[src/rtl/arb_pkg.sv]
// Shared types and constants for the terminal injection arbiter.
package arb_pkg;

  typedef enum logic {
    IDLE = 1'b0,
    HOLD = 1'b1
  } arb_state_e;

  // Width of each per-requester grant counter (stats build only).
  localparam int CNT_W = 16;

endpackage

[src/rtl/rr_pick.sv]
// Cyclic priority pick: first eligible index at or after rr_ptr, wrapping.
// Works for any N_REQ, including non-powers of two.
module rr_pick #(
  parameter int N_REQ = 4,
  parameter int IDW   = $clog2(N_REQ)
) (
  input  logic [N_REQ-1:0] eligible,
  input  logic [IDW-1:0]   rr_ptr,
  output logic             any,
  output logic [IDW-1:0]   winner
);

  // Scan from farthest to nearest so the index closest to rr_ptr wins last.
  always_comb begin
    int idx;
    any    = 1'b0;
    winner = '0;
    idx    = 0;
    for (int k = N_REQ - 1; k >= 0; k--) begin
      idx = int'(rr_ptr) + k;
      if (idx >= N_REQ) idx = idx - N_REQ;
      if (eligible[idx]) begin
        any    = 1'b1;
        winner = IDW'(idx);
      end
    end
  end

endmodule

[src/rtl/terminal_injection_arbiter.sv]
// Round-robin arbiter feeding one mesh terminal input from N_REQ show-ahead
// FIFOs. One registered output word; reloads on the same cycle it is consumed
// so a busy terminal sees one word per cycle.
// Optional: define ARB_STATS_EN to add saturating per-requester grant counters
// on output grant_cnt.
module terminal_injection_arbiter
  import arb_pkg::*;
#(
  parameter int N_REQ     = 4,
  parameter int PAKG_SIZE = 32,
  parameter int IDW       = $clog2(N_REQ)
) (
  input  logic                       clk,
  input  logic                       reset,
  input  logic [N_REQ-1:0]           req_pndng,
  input  logic [N_REQ*PAKG_SIZE-1:0] req_data,
  output logic [N_REQ-1:0]           req_pop,
  input  logic [N_REQ-1:0]           req_en,
  output logic                       pndng_i_in,
  output logic [PAKG_SIZE-1:0]       data_out_i_in,
  input  logic                       popin,
  output logic [IDW-1:0]             grant_id,
  output logic                       err_popin
`ifdef ARB_STATS_EN
  ,
  output logic [N_REQ*CNT_W-1:0]     grant_cnt
`endif
);

  arb_state_e       state;
  logic [IDW-1:0]   rr_ptr;
  logic [N_REQ-1:0] eligible;
  logic [IDW-1:0]   ptr_inc;
  logic [IDW-1:0]   pick_ptr;
  logic             any;
  logic [IDW-1:0]   winner;
  logic             drain;
  logic             load;

  assign eligible = req_pndng & req_en;
  assign drain    = (state == HOLD) && popin;
  assign ptr_inc  = (grant_id == IDW'(N_REQ - 1)) ? '0 : grant_id + 1'b1;
  // A consumed word advances priority before the same-cycle reload picks.
  assign pick_ptr = drain ? ptr_inc : rr_ptr;
  // Reset wins over everything, so no pop can escape during reset.
  assign load     = !reset && any && ((state == IDLE) || popin);

  rr_pick #(.N_REQ(N_REQ), .IDW(IDW)) u_pick (
    .eligible (eligible),
    .rr_ptr   (pick_ptr),
    .any      (any),
    .winner   (winner)
  );

  // Pop the winner in the same cycle its word is captured (show-ahead FIFO).
  always_comb begin
    req_pop = '0;
    if (load) req_pop[winner] = 1'b1;
  end

  // Output register, pointer and IDLE/HOLD state.
  always_ff @(posedge clk) begin
    if (reset) begin
      state         <= IDLE;
      pndng_i_in    <= 1'b0;
      data_out_i_in <= '0;
      grant_id      <= '0;
      rr_ptr        <= '0;
      err_popin     <= 1'b0;
    end else begin
      if (drain) rr_ptr <= ptr_inc;
      if (load) begin
        state         <= HOLD;
        pndng_i_in    <= 1'b1;
        data_out_i_in <= req_data[int'(winner)*PAKG_SIZE +: PAKG_SIZE];
        grant_id      <= winner;
      end else if (drain) begin
        state      <= IDLE;
        pndng_i_in <= 1'b0;
      end
      if ((state == IDLE) && popin) err_popin <= 1'b1;
    end
  end

`ifdef ARB_STATS_EN
  for (genvar i = 0; i < N_REQ; i++) begin : g_cnt
    // Saturating grant counter for requester i.
    always_ff @(posedge clk) begin
      if (reset)
        grant_cnt[i*CNT_W +: CNT_W] <= '0;
      else if (req_pop[i] && (grant_cnt[i*CNT_W +: CNT_W] != {CNT_W{1'b1}}))
        grant_cnt[i*CNT_W +: CNT_W] <= grant_cnt[i*CNT_W +: CNT_W] + 1'b1;
    end
  end
`endif

endmodule

[config.mk]
export PLATFORM = sky130hd
export DESIGN_NAME = terminal_injection_arbiter
export DESIGN_NICKNAME = d
export VERILOG_FILES = /design/src/rtl/arb_pkg.sv /design/src/rtl/rr_pick.sv /design/src/rtl/terminal_injection_arbiter.sv
export SDC_FILE = /design/constraint.sdc
export NUM_CORES = 1
export LEC_CHECK = 0
export ABC_AREA = 1
export CAP_MARGIN = 20
export CORE_ASPECT_RATIO = 0.7
export CORE_MARGIN = 4
export CORE_UTILIZATION = 43
export CTS_BUF_LIST = sky130_fd_sc_hd__clkbuf_4 sky130_fd_sc_hd__clkbuf_8
export CTS_CLUSTER_SIZE = 14
export DETAILED_ROUTE_END_ITERATION = 6
export MAX_ROUTING_LAYER = met4
export PLACE_DENSITY = 0.95
export SYNTH_ARGS = -nofsm -noshare
export SYNTH_HDL_FRONTEND = slang
export SYNTH_SLANG_ARGS = --single-unit
[constraint.sdc]
create_clock -name clk -period 4.5 [get_ports clk]
set_input_delay 0.45 -clock clk [delete_from_list [all_inputs] [get_ports clk]]
set_output_delay 0.45 -clock clk [all_outputs]
set_load 0.01 [all_outputs]
Word-level counts from Yosys, hierarchy flattened

Index checks and enable logic that the tools add are counted.

Muxes and demuxes: 31
$lt $le $gt $ge: 10
Bitwise logic cells: 2
Reductions and logical operators: 8
Eq/ne operators: 1
Shift-type cells: 1
$add $sub $neg: 8

Operators by type and width:

| kind                                                        | count |
|---|---|
| less-than comparator 32 x 4 -> 1 bit, second input constant | 4 |
| two-way mux 32 bit                                          | 4 |
| variable part select 128 x 8 -> 32 bit                      | 1 |
| >= comparator 32 x 4 -> 1 bit, second input constant        | 3 |
| subtractor 32 x 4 -> 32 bit, second input constant          | 3 |
| two-way mux 1 bit                                           | 15 |
| two-way mux 2 bit                                           | 6 |
| binary-select mux 1 bit (select 2 bit)                      | 4 |
| adder 2 x 2 -> 3 bit, second input constant                 | 2 |
| logical AND 1 bit                                           | 5 |
| bitwise AND 4 bit                                           | 1 |
| two-way mux 4 bit                                           | 1 |
| subtractor 2 x 3 -> 4 bit, second input constant            | 1 |
| adder 2 x 1 -> 3 bit, second input constant                 | 1 |
| >= comparator 2 x 3 -> 1 bit, second input constant         | 1 |
| less-than comparator 2 x 3 -> 1 bit, second input constant  | 1 |
| adder 2 x 1 -> 2 bit, second input constant                 | 1 |
| demux 1 bit (select 2 bit)                                  | 1 |
| equality test 2 bit, second input constant                  | 1 |
| >= comparator 2 x 1 -> 1 bit, second input constant         | 1 |
| nonzero test 2 bit                                          | 1 |
| logical NOT 1 bit                                           | 1 |
| logical OR 1 bit                                            | 1 |
| inverter 1 bit                                              | 1 |

Logic and storage cells: 66
Bits in registers: 38

Depth between registers and ports, before layout

Gate-level depths: netlist of run 1.

Depth after elaboration: 18
Depth in mapped cells: 22
Depth with buffers taken out: 20

Hierarchy

From an unflattened synthesis of run 1, not the netlist that was laid out.

Cell total of the unflattened synthesis: 601
Area total of the unflattened synthesis: 3,151.8 µm²

Modules (own cells, without submodules):

| module                     | area each (µm²) | instances | cells an instance |
|---|---|---|---|
| terminal_injection_arbiter | 2,939.1         | 1         | 555 |
| rr_pick                    | 212.7           | 1         | 46 |

Least setup slack after synthesis of run 1

Ideal clock, no wire load.

Path kind: register to output
From: register grant_id[0]
To: output port req_pop[1]
Slack: 1.988 ns
Required time: 4.050 ns
Buffers on the path: 2
Arrival: 2.062 ns
Stages on the path, launching flop included: 15
Path through: dfxtp_1 > ha_1 > inv_1 > nand3_1 > nand2_1 > nand2_1 > nand2_2 > nand2_1 > nand2_2 > inv_2 > nand4_2 > nand2_2 > buf_6 > buf_2 > nor3_1

Word-level cells in the longest chain between the ends: 18
Elaborated cells between the ends (all ways): 47
Those cells by class: add/sub: 8; order compare: 6; eq/ne: 1; mux: 29; reduce/logical: 3

Ends and longest elaborated chain:

| item                                                                                                             | line                             | text |
|---|---|---|
| start, declared                                                                                                  | terminal_injection_arbiter.sv:22 | `output logic [IDW-1:0] grant_id,` |
| start signal, assigned                                                                                           | terminal_injection_arbiter.sv:76 | `grant_id <= winner;` |
| adder 2 x 1 -> 2 bit / equality test 2 bit (equally long branches)                                               | terminal_injection_arbiter.sv:42 | `assign ptr_inc = (grant_id == IDW'(N_REQ - 1)) ? '0 : grant_id + 1'b1;` |
| two-way mux 2 bit (*)                                                                                            | terminal_injection_arbiter.sv:42 |  |
| two-way mux 2 bit (*)                                                                                            | -                                |  |
| adder 2 x 2 -> 3 bit                                                                                             | rr_pick.sv:20                    | `idx = int'(rr_ptr) + k;` |
| subtractor 32 x 4 -> 32 bit / >= comparator 32 x 4 -> 1 bit (equally long branches)                              | rr_pick.sv:21                    | `if (idx >= N_REQ) idx = idx - N_REQ;` |
| two-way mux 32 bit                                                                                               | rr_pick.sv:21                    |  |
| binary-select mux 1 bit (select 2 bit)                                                                           | rr_pick.sv:22                    | `if (eligible[idx]) begin` |
| two-way mux 1 bit (implied by the code) (2 in a row)                                                             | rr_pick.sv:22                    |  |
| two-way mux 2 bit (4 in a row)                                                                                   | rr_pick.sv:22                    |  |
| less-than comparator 2 x 3 -> 1 bit (implied by the code) / >= comparator 2 x 1 -> 1 bit (equally long branches) | terminal_injection_arbiter.sv:58 | `if (load) req_pop[winner] = 1'b1;` |
| logical AND 1 bit (implied by the code)                                                                          | terminal_injection_arbiter.sv:58 |  |
| two-way mux 1 bit (implied by the code)                                                                          | terminal_injection_arbiter.sv:58 |  |
| demux 1 bit (select 2 bit)                                                                                       | terminal_injection_arbiter.sv:58 |  |
| two-way mux 4 bit (*)                                                                                            | terminal_injection_arbiter.sv:58 |  |
| end, declared                                                                                                    | terminal_injection_arbiter.sv:17 | `output logic [N_REQ-1:0] req_pop,` |

Mark *: on every way between the ends. The rest lies on a longest branch, timed or not. The select of a mux whose other input is x is not followed.

Worst setup path in the final report of run 1

From: input port popin
To: output port req_pop[3]

Word-level cells in the longest chain between the ends: 17
Elaborated cells between the ends (all ways): 46
Those cells by class: add/sub: 7; order compare: 6; mux: 28; reduce/logical: 5

Ends and longest elaborated chain:

| item                                                                                                             | line                             | text |
|---|---|---|
| start, declared                                                                                                  | terminal_injection_arbiter.sv:21 | `input logic popin,` |
| logical AND 1 bit                                                                                                | terminal_injection_arbiter.sv:41 | `assign drain = (state == HOLD) && popin;` |
| two-way mux 2 bit                                                                                                | -                                |  |
| adder 2 x 2 -> 3 bit                                                                                             | rr_pick.sv:20                    |  |
| subtractor 32 x 4 -> 32 bit / >= comparator 32 x 4 -> 1 bit (equally long branches)                              | rr_pick.sv:21                    |  |
| two-way mux 32 bit                                                                                               | rr_pick.sv:21                    |  |
| binary-select mux 1 bit (select 2 bit)                                                                           | rr_pick.sv:22                    |  |
| two-way mux 1 bit (implied by the code) (2 in a row)                                                             | rr_pick.sv:22                    |  |
| two-way mux 2 bit (4 in a row)                                                                                   | rr_pick.sv:22                    |  |
| less-than comparator 2 x 3 -> 1 bit (implied by the code) / >= comparator 2 x 1 -> 1 bit (equally long branches) | terminal_injection_arbiter.sv:58 |  |
| logical AND 1 bit (implied by the code)                                                                          | terminal_injection_arbiter.sv:58 |  |
| two-way mux 1 bit (implied by the code)                                                                          | terminal_injection_arbiter.sv:58 |  |
| demux 1 bit (select 2 bit)                                                                                       | terminal_injection_arbiter.sv:58 |  |
| two-way mux 4 bit (*)                                                                                            | terminal_injection_arbiter.sv:58 |  |

Marked as above.

==> qor.yml, run 1 <==
crit_path_frequent_cell: "nand2_1"
vdd_drop_max_mv: 0.451
cts_tree: "done"
whs_path_depth: 2
num_io_pins: 179
syn_inst: 561
p_leak_nw: 2.54
rsz0062_at_grt: "no"
ant_nets: 0
wire_per_inst_um: 13.7
required_ns: 4.05
io_buffer_count: 178
final_cells: 812
status: "completed"
tightest_slew_ns: 0.782
max_clock_freq_mhz: 259
synth.top_cell.area_share_pct: 36.3
synthTopCellsByCount: "nand2_1 (298), nand3_1 (102), inv_1 (45)"
reg2reg_to: "data_out_i_in[6]"
start_kind: "primary input"
areaGrowthSynthToFinish_pct: 59.0
fin_crit_sh_pct: 85.9
die_w_um: 109
min_period_ns: 3.86
synth_area_leaders: "nand2_1 (36%), dfxtp_1 (25%), nand3_1 (17%)"
globalplace.congestion: 0.894
synth_ff_type: "dfxtp_1"
fillers: 582
grt_max_degree: 65
cp.depth: 16
dieArea_um2: 8600
clock_sinks: 38
drcViolationCount: 0
synth_most_common_cell: "nand2_1"
clk_pin_slew_ns: 0.08
routed_wl_mm: 11.2
cp_slowest_cell: "clkdlybuf4s50_1"
cap_violations: 0
path_cells: "clkdlybuf4s50_1 > nand2_2 > inv_2 > nand2_2 > nand2_4 > nand2_1 > nand2_1 > inv_1 > nand2_1 > nand2_1 > nand2_1 > nand2_1 > nand2_2 > nand2_2 > nor3_1 > clkdlybuf4s50_1"
async_flop_share_pct: 0
ctsRootBufferMaster: "clkbuf_8"
syn_area_per_cell_um2: 5.49
final-setup-viol-count: 0
critPathArrivalTime_ns: 3.41
core-area_um2: 6850
post_drt_via_cell_ratio: 5.09
cts_made_buffers: 5
finClkSkew_ns: 0.0142
place_inst: 804
ys_types: 27
path_max_fanout: 35
cp-end-kind: "output pin"
htreeDepth: 2
vias: 4136
ys_ff_latch: 38
antenna_cells: 0
ctsResizeCount: 0
reg2reg_from: "grant_id[0]"
setup.worst_path.end: "req_pop[3]"
relSlewSlack_pct: 47.8
path_class: "in -> out"
synth_area_um2: 3080
grt_pass1_vias: 3874
maxSlewViolCount: 0
yosysTopAreaCell: "nand2_1"
startpoint: "popin"
power_density_nw_per_um2: 513
insertion_delay_ns: 0.28
clock_path_buffers: 2
cts_hold_repair.buffers: 0
r2r_cells: 17
fin_util_pct: 71.5
cts_setup_buffers: 0
synth_edf_count: 0
nets: 858
antenna_found_initial: 0
hp-class: "reg -> reg"
hpwl_mm: 8.31
ys_warn_count: 0
holdWs_ns: 0.502
grt_pass1_wl_mm: 17.3
fin_tns_setup_ns: 0
yosysSeqAreaShare_pct: 24.7
drtPass1Iterations: 5
crit_buf_inv: 4
r2r_slack_ns: 1.04
overflow: 0
final_layout_size_suffix_gt1_share_pct: 4.87
drtIter0Drc: 255
cp_top_family: "simple AND/OR/NAND/NOR gates"
global_route.usage.total_pct: 25.4
critPathMaxStageDelay_ns: 0.60
floorplan.initialDensity_pct: 44.9
hold_violations: 0
synth_fp_nets: 701
die_height_um: 78.8
rows: 25
[worst min-delay path: cells and delay by family (launching register included)]
family	cells	cell delay, ns
DFF	1	0.34
and+or+nand+nor	1	0.08
AOI/OAI and AO/OA	1	0.04
[state kept, by name (all words and copies together), names as in the netlist]
register / flops
grant_id: 2
state: 1
data_out_i_in: 32
err_popin: 1
rr_ptr: 2
[final cells by class]
cell class / instances / area, um^2 / share of cell area (%)
clock buffers: 7 / 83.8 / 1.71
inverters: 49 / 184 / 3.76
multi-input cells: 440 / 1900 / 38.9
flip-flops and latches: 38 / 761 / 15.5
well taps: 94 / 118 / 2.40
repair buffers: 184 / 1850 / 37.7
[kinds of logic (layout without fill, tap and decap cells)]
| logic type | Yosys count | in the layout | share of synthesized area [%] |
|---|---|---|---|
| and+or+nand+nor | 430 | 430 | 59.5 |
| buffers and inverters | 83 | 240 | 13.6 |
| DFF | 38 | 38 | 24.7 |
| AOI/OAI and AO/OA | 9 | 9 | 1.79 |
| adders and majority gates | 1 | 1 | 0.406 |
[worst min-delay path by stage]
stage | start | end | slack (ns)
floorplan | err_popin | err_popin | 0.50
global placement | err_popin | err_popin | 0.47
detailed placement | err_popin | err_popin | 0.48
CTS | err_popin | err_popin | 0.51
global route | err_popin | err_popin | 0.57
finish | err_popin | err_popin | 0.50
[where the power goes]
group	internal [mW]	leakage (nW)	switching [mW]	total [mW]
registers	0.445	0.312	0.0666	0.512
logic	0.696	2.19	1.07	1.76
clock network	0.119	0.0452	0.117	0.236
[stage by stage]
step	instance area, um^2	setup slack, ns	power [mW]
6_report	4890	0.637	2.51
5_1_grt	4890	0.423	2.75
4_1_cts	4870	0.725	2.51
3_5_place_dp	4780	0.725	2.27
3_3_place_gp	4780	0.962	2.20
2_1_floorplan	3080	1.99	1.77
[metal layers]
metal  share of wire (%)  GRT usage (%)  wire length, um
met1                  39           30.1             4400
met2                  47           43.1             5240
met3                  11           5.52             1260
met4                 2.3           7.69              258
met5                   0              -                0
[placed cells by master, fill, tap and decap left out]
master           synthesis  final
a21oi_1                  3      3
and2_1                   1      1
buf_16                   0      1
buf_4                   16      5
clkbuf_4                 0      2
clkbuf_8                 0      5
clkdlybuf4s50_1          0    178
clkinv_1                 1      1
dfxtp_1                 38     38
ha_1                     1      1
inv_1                   45     45
inv_2                    3      3
nand2_1                298    297
nand2_2                 10     11
nand2_4                  2      2
nand3_1                102    102
nand3_2                  1      1
nand3b_1                 1      1
nand4_2                  1      1
nor2_1                   9      9
nor2_2                   1      1
nor2_4                   1      1
nor2_8                   1      1
nor3_1                   2      2
o21a_1                   1      1
o21ai_0                  2      2
o21ai_2                  1      1
o21bai_1                 1      1
o22ai_1                  1      1
Power figures use the tool's default switching activity.
==> inputs of run 2 (changes only) <==
--- a/config.mk
+++ b/config.mk
@@ -13,8 +13,10 @@
 export CTS_BUF_LIST = sky130_fd_sc_hd__clkbuf_4 sky130_fd_sc_hd__clkbuf_8
 export CTS_CLUSTER_SIZE = 14
 export DETAILED_ROUTE_END_ITERATION = 6
+export HOLD_SLACK_MARGIN = 0.05
 export MAX_ROUTING_LAYER = met4
 export PLACE_DENSITY = 0.95
+export REMOVE_ABC_BUFFERS = 1
 export SYNTH_ARGS = -nofsm -noshare
 export SYNTH_HDL_FRONTEND = slang
 export SYNTH_SLANG_ARGS = --single-unit
==> run 2 against run 1 <==
Global-route usage fell by 1.5 points. Clock-buffer cell count fell by 1. Sequential share of layout area fell by 0.12 points. Cell count rose by 0.12%. Core utilization rose by 0.57 points. Total power rose by 4.4%. Flip-flop and latch count did not move. Via count fell by 1.5%.
==> qor.yml, run 2 (synthesis gave the netlist of run 1 again) <==
fin_crit_sh_pct: 80.1  # -5.7 points
dieArea_um2: 8600  # unchanged
fin_tns_setup_ns: 0  # unchanged
path_max_fanout: 26  # -26%
rsz0062_at_grt: "no"
combPwrFrac_pct: 67.0  # -3.2 points
insertion_delay_ns: 0.29  # about the same
die_w_um: 109  # unchanged
ctsResizeCount: 0  # unchanged
num_io_pins: 179  # unchanged
overflow: 0  # unchanged
status: "completed"
fillers: 558  # -4.1%
die_height_um: 78.8  # unchanged
vdd_drop_max_mv: 0.463  # +2.8%
antenna_found_initial: 0  # unchanged
swShare_pct: 47.3  # -2.5 points
fin_ws_ns: 0.895  # +0.259 ns
cts_hold_repair.buffers: 0  # unchanged
min_period_ns: 3.60  # -0.259 ns
cts_made_buffers: 5  # unchanged
p_clk_share_pct: 13.6  # +4.2 points
wire_per_inst_um: 13.2  # -3.6%
start_kind: "primary input"
drtIter0Drc: 400  # +57%
post_drt_via_cell_ratio: 5.01  # -1.6%
critPathArrivalTime_ns: 3.15  # -0.26 ns
core-area_um2: 6850  # unchanged
antenna_cells: 0  # unchanged
hold_violations: 0  # unchanged
startpoint: "popin"
top_regs: "data_out_i_in (32), grant_id (2), rr_ptr (2)"
largest_reg_flops: 32  # unchanged
clock_path_buffers: 2  # unchanged
ant_nets: 0  # unchanged
floorplan.initialDensity_pct: 44.9  # unchanged
clk_pin_slew_ns: 0.07  # about the same
nets: 858  # unchanged
drcViolationCount: 0  # unchanged
final_cell_mix: "nand2_1 (297), clkdlybuf4s50_1 (178), nand3_1 (102)"
power_density_nw_per_um2: 531  # +3.6%
multi_input_area_um2: 1900  # unchanged
cap_violations: 0  # unchanged
reg2reg_from: "grant_id[0]"
place_inst: 805  # +0.12%
drtPass1Iterations: 5  # unchanged
regMostFlops: "data_out_i_in"
final-setup-viol-count: 0  # unchanged
maxSlewViolCount: 0  # unchanged
finClkSkew_ns: 0.0106  # -0.00359 ns
min-delay-start: "err_popin"
power.internal_mw: 1.38  # +9.6%
final_layout_size_suffix_gt1_share_pct: 5.01  # +0.13 points
place_ws_ns: 0.811  # +0.0857 ns
hp-class: "reg -> reg"
path_class: "in -> out"
tightest_slew_ns: 0.936  # +0.154 ns
vias: 4075  # -1.5%
grt_pass1_wl_mm: 16.3  # -5.6%
grt_max_degree: 65  # unchanged
rows: 25  # unchanged
p_sw_mw: 1.24  # -0.79%
relSlewSlack_pct: 37.2  # -11 points
globalplace.congestion: 0.827  # -7.5%
routed_wl_mm: 10.8  # -3.5%
areaGrowthSynthToFinish_pct: 60.2
mostFrequentLayoutCell: "nand2_1"
clock_sinks: 38  # unchanged
io_buffer_count: 178  # unchanged
htreeDepth: 2  # unchanged
pwr-share-seq_pct: 19.4  # -1.0 points
final_cells: 813  # +0.12%
global_route.usage.total_pct: 23.8  # -1.5 points
register_area_um2: 761  # unchanged
hpwl_mm: 8.10  # -2.4%
cp-end-kind: "output pin"
required_ns: 4.05  # about the same
cts_tree: "done"
max_clock_freq_mhz: 277  # +7.2%
grt_pass1_vias: 3723  # -3.9%
ctsRootBufferMaster: "clkbuf_8"
p_leak_nw: 2.56  # +0.72%
cts_setup_buffers: 0  # unchanged
## run 2: changes by cell type in the layout (fill, tap and decap cells not counted)
| cell | before | now |
|---|---|---|
| clkbuf_8 | 5 | 6 |
| buf_16 | 1 | 0 |
| buf_4 | 5 | 6 |
| clkbuf_4 | 2 | 0 |
| bufinv_16 | 0 | 2 |
## run 2: final timing paths
check | slack [ns] | cells past startpoint | endpoint
hold / removal | 0.49 | 2 | err_popin
hold reg to reg | 0.49 | 2 | err_popin
setup reg to reg | 1.09 | 17 | data_out_i_in[2]
setup / recovery | 0.90 | 15 | req_pop[2]
## run 2: layout make-up
cell class,count,share of cell area (%)
Multi-Input combinational cell,440,38.5
Timing Repair Buffer,184,37.0
Sequential cell,38,15.4
Inverter,49,3.73
Tap cell,94,2.38
Clock buffer,6,1.67
Clock inverter,2,1.22
## run 2: stage by stage
step	total power, mW	hold slack, ns	instance area, um^2	utilization [%]
after floorplan	1.59	0.502	2840	-
after global placement	2.19	0.459	4790	69.9
after detailed placement	2.26	0.472	4790	69.9
after CTS	2.63	0.493	4930	72.0
after global routing	2.86	0.522	4930	72.0
final	2.62	0.489	4930	72.0
## run 2: layer usage
metal | up-vias | track usage, % | wire length [um]
met3 | 30 | 6.74 | 1140
li1 | 2039 | - | -
met5 | - | - | 0
met4 | 0 | 7.06 | 216
met2 | 218 | 41.2 | 5100
met1 | 1788 | 26.8 | 4310
## run 2: worst max-delay path, cell delays in order
cell and delay [ns]:
clkdlybuf4s50_1 0.47, nand2_2 0.17, nand2_1 0.07, nand2_1 0.20
nand2_1 0.12, nand2_2 0.10, nand2_1 0.09, nand2_2 0.11
inv_2 0.05, nand4_2 0.07, nand2_2 0.35, nor2_8 0.21
nand2_1 0.06, inv_1 0.08, clkdlybuf4s50_1 0.53
## run 2: power groups by stage
stage	Combinational [mW]	Sequential, mW	Clock, mW
6_report	1.76	0.509	0.357
5_1_grt	1.97	0.520	0.377
4_1_cts	1.75	0.509	0.362
3_5_place_dp	1.75	0.514	0
3_3_place_gp	1.68	0.511	0
2_1_floorplan	1.04	0.556	0
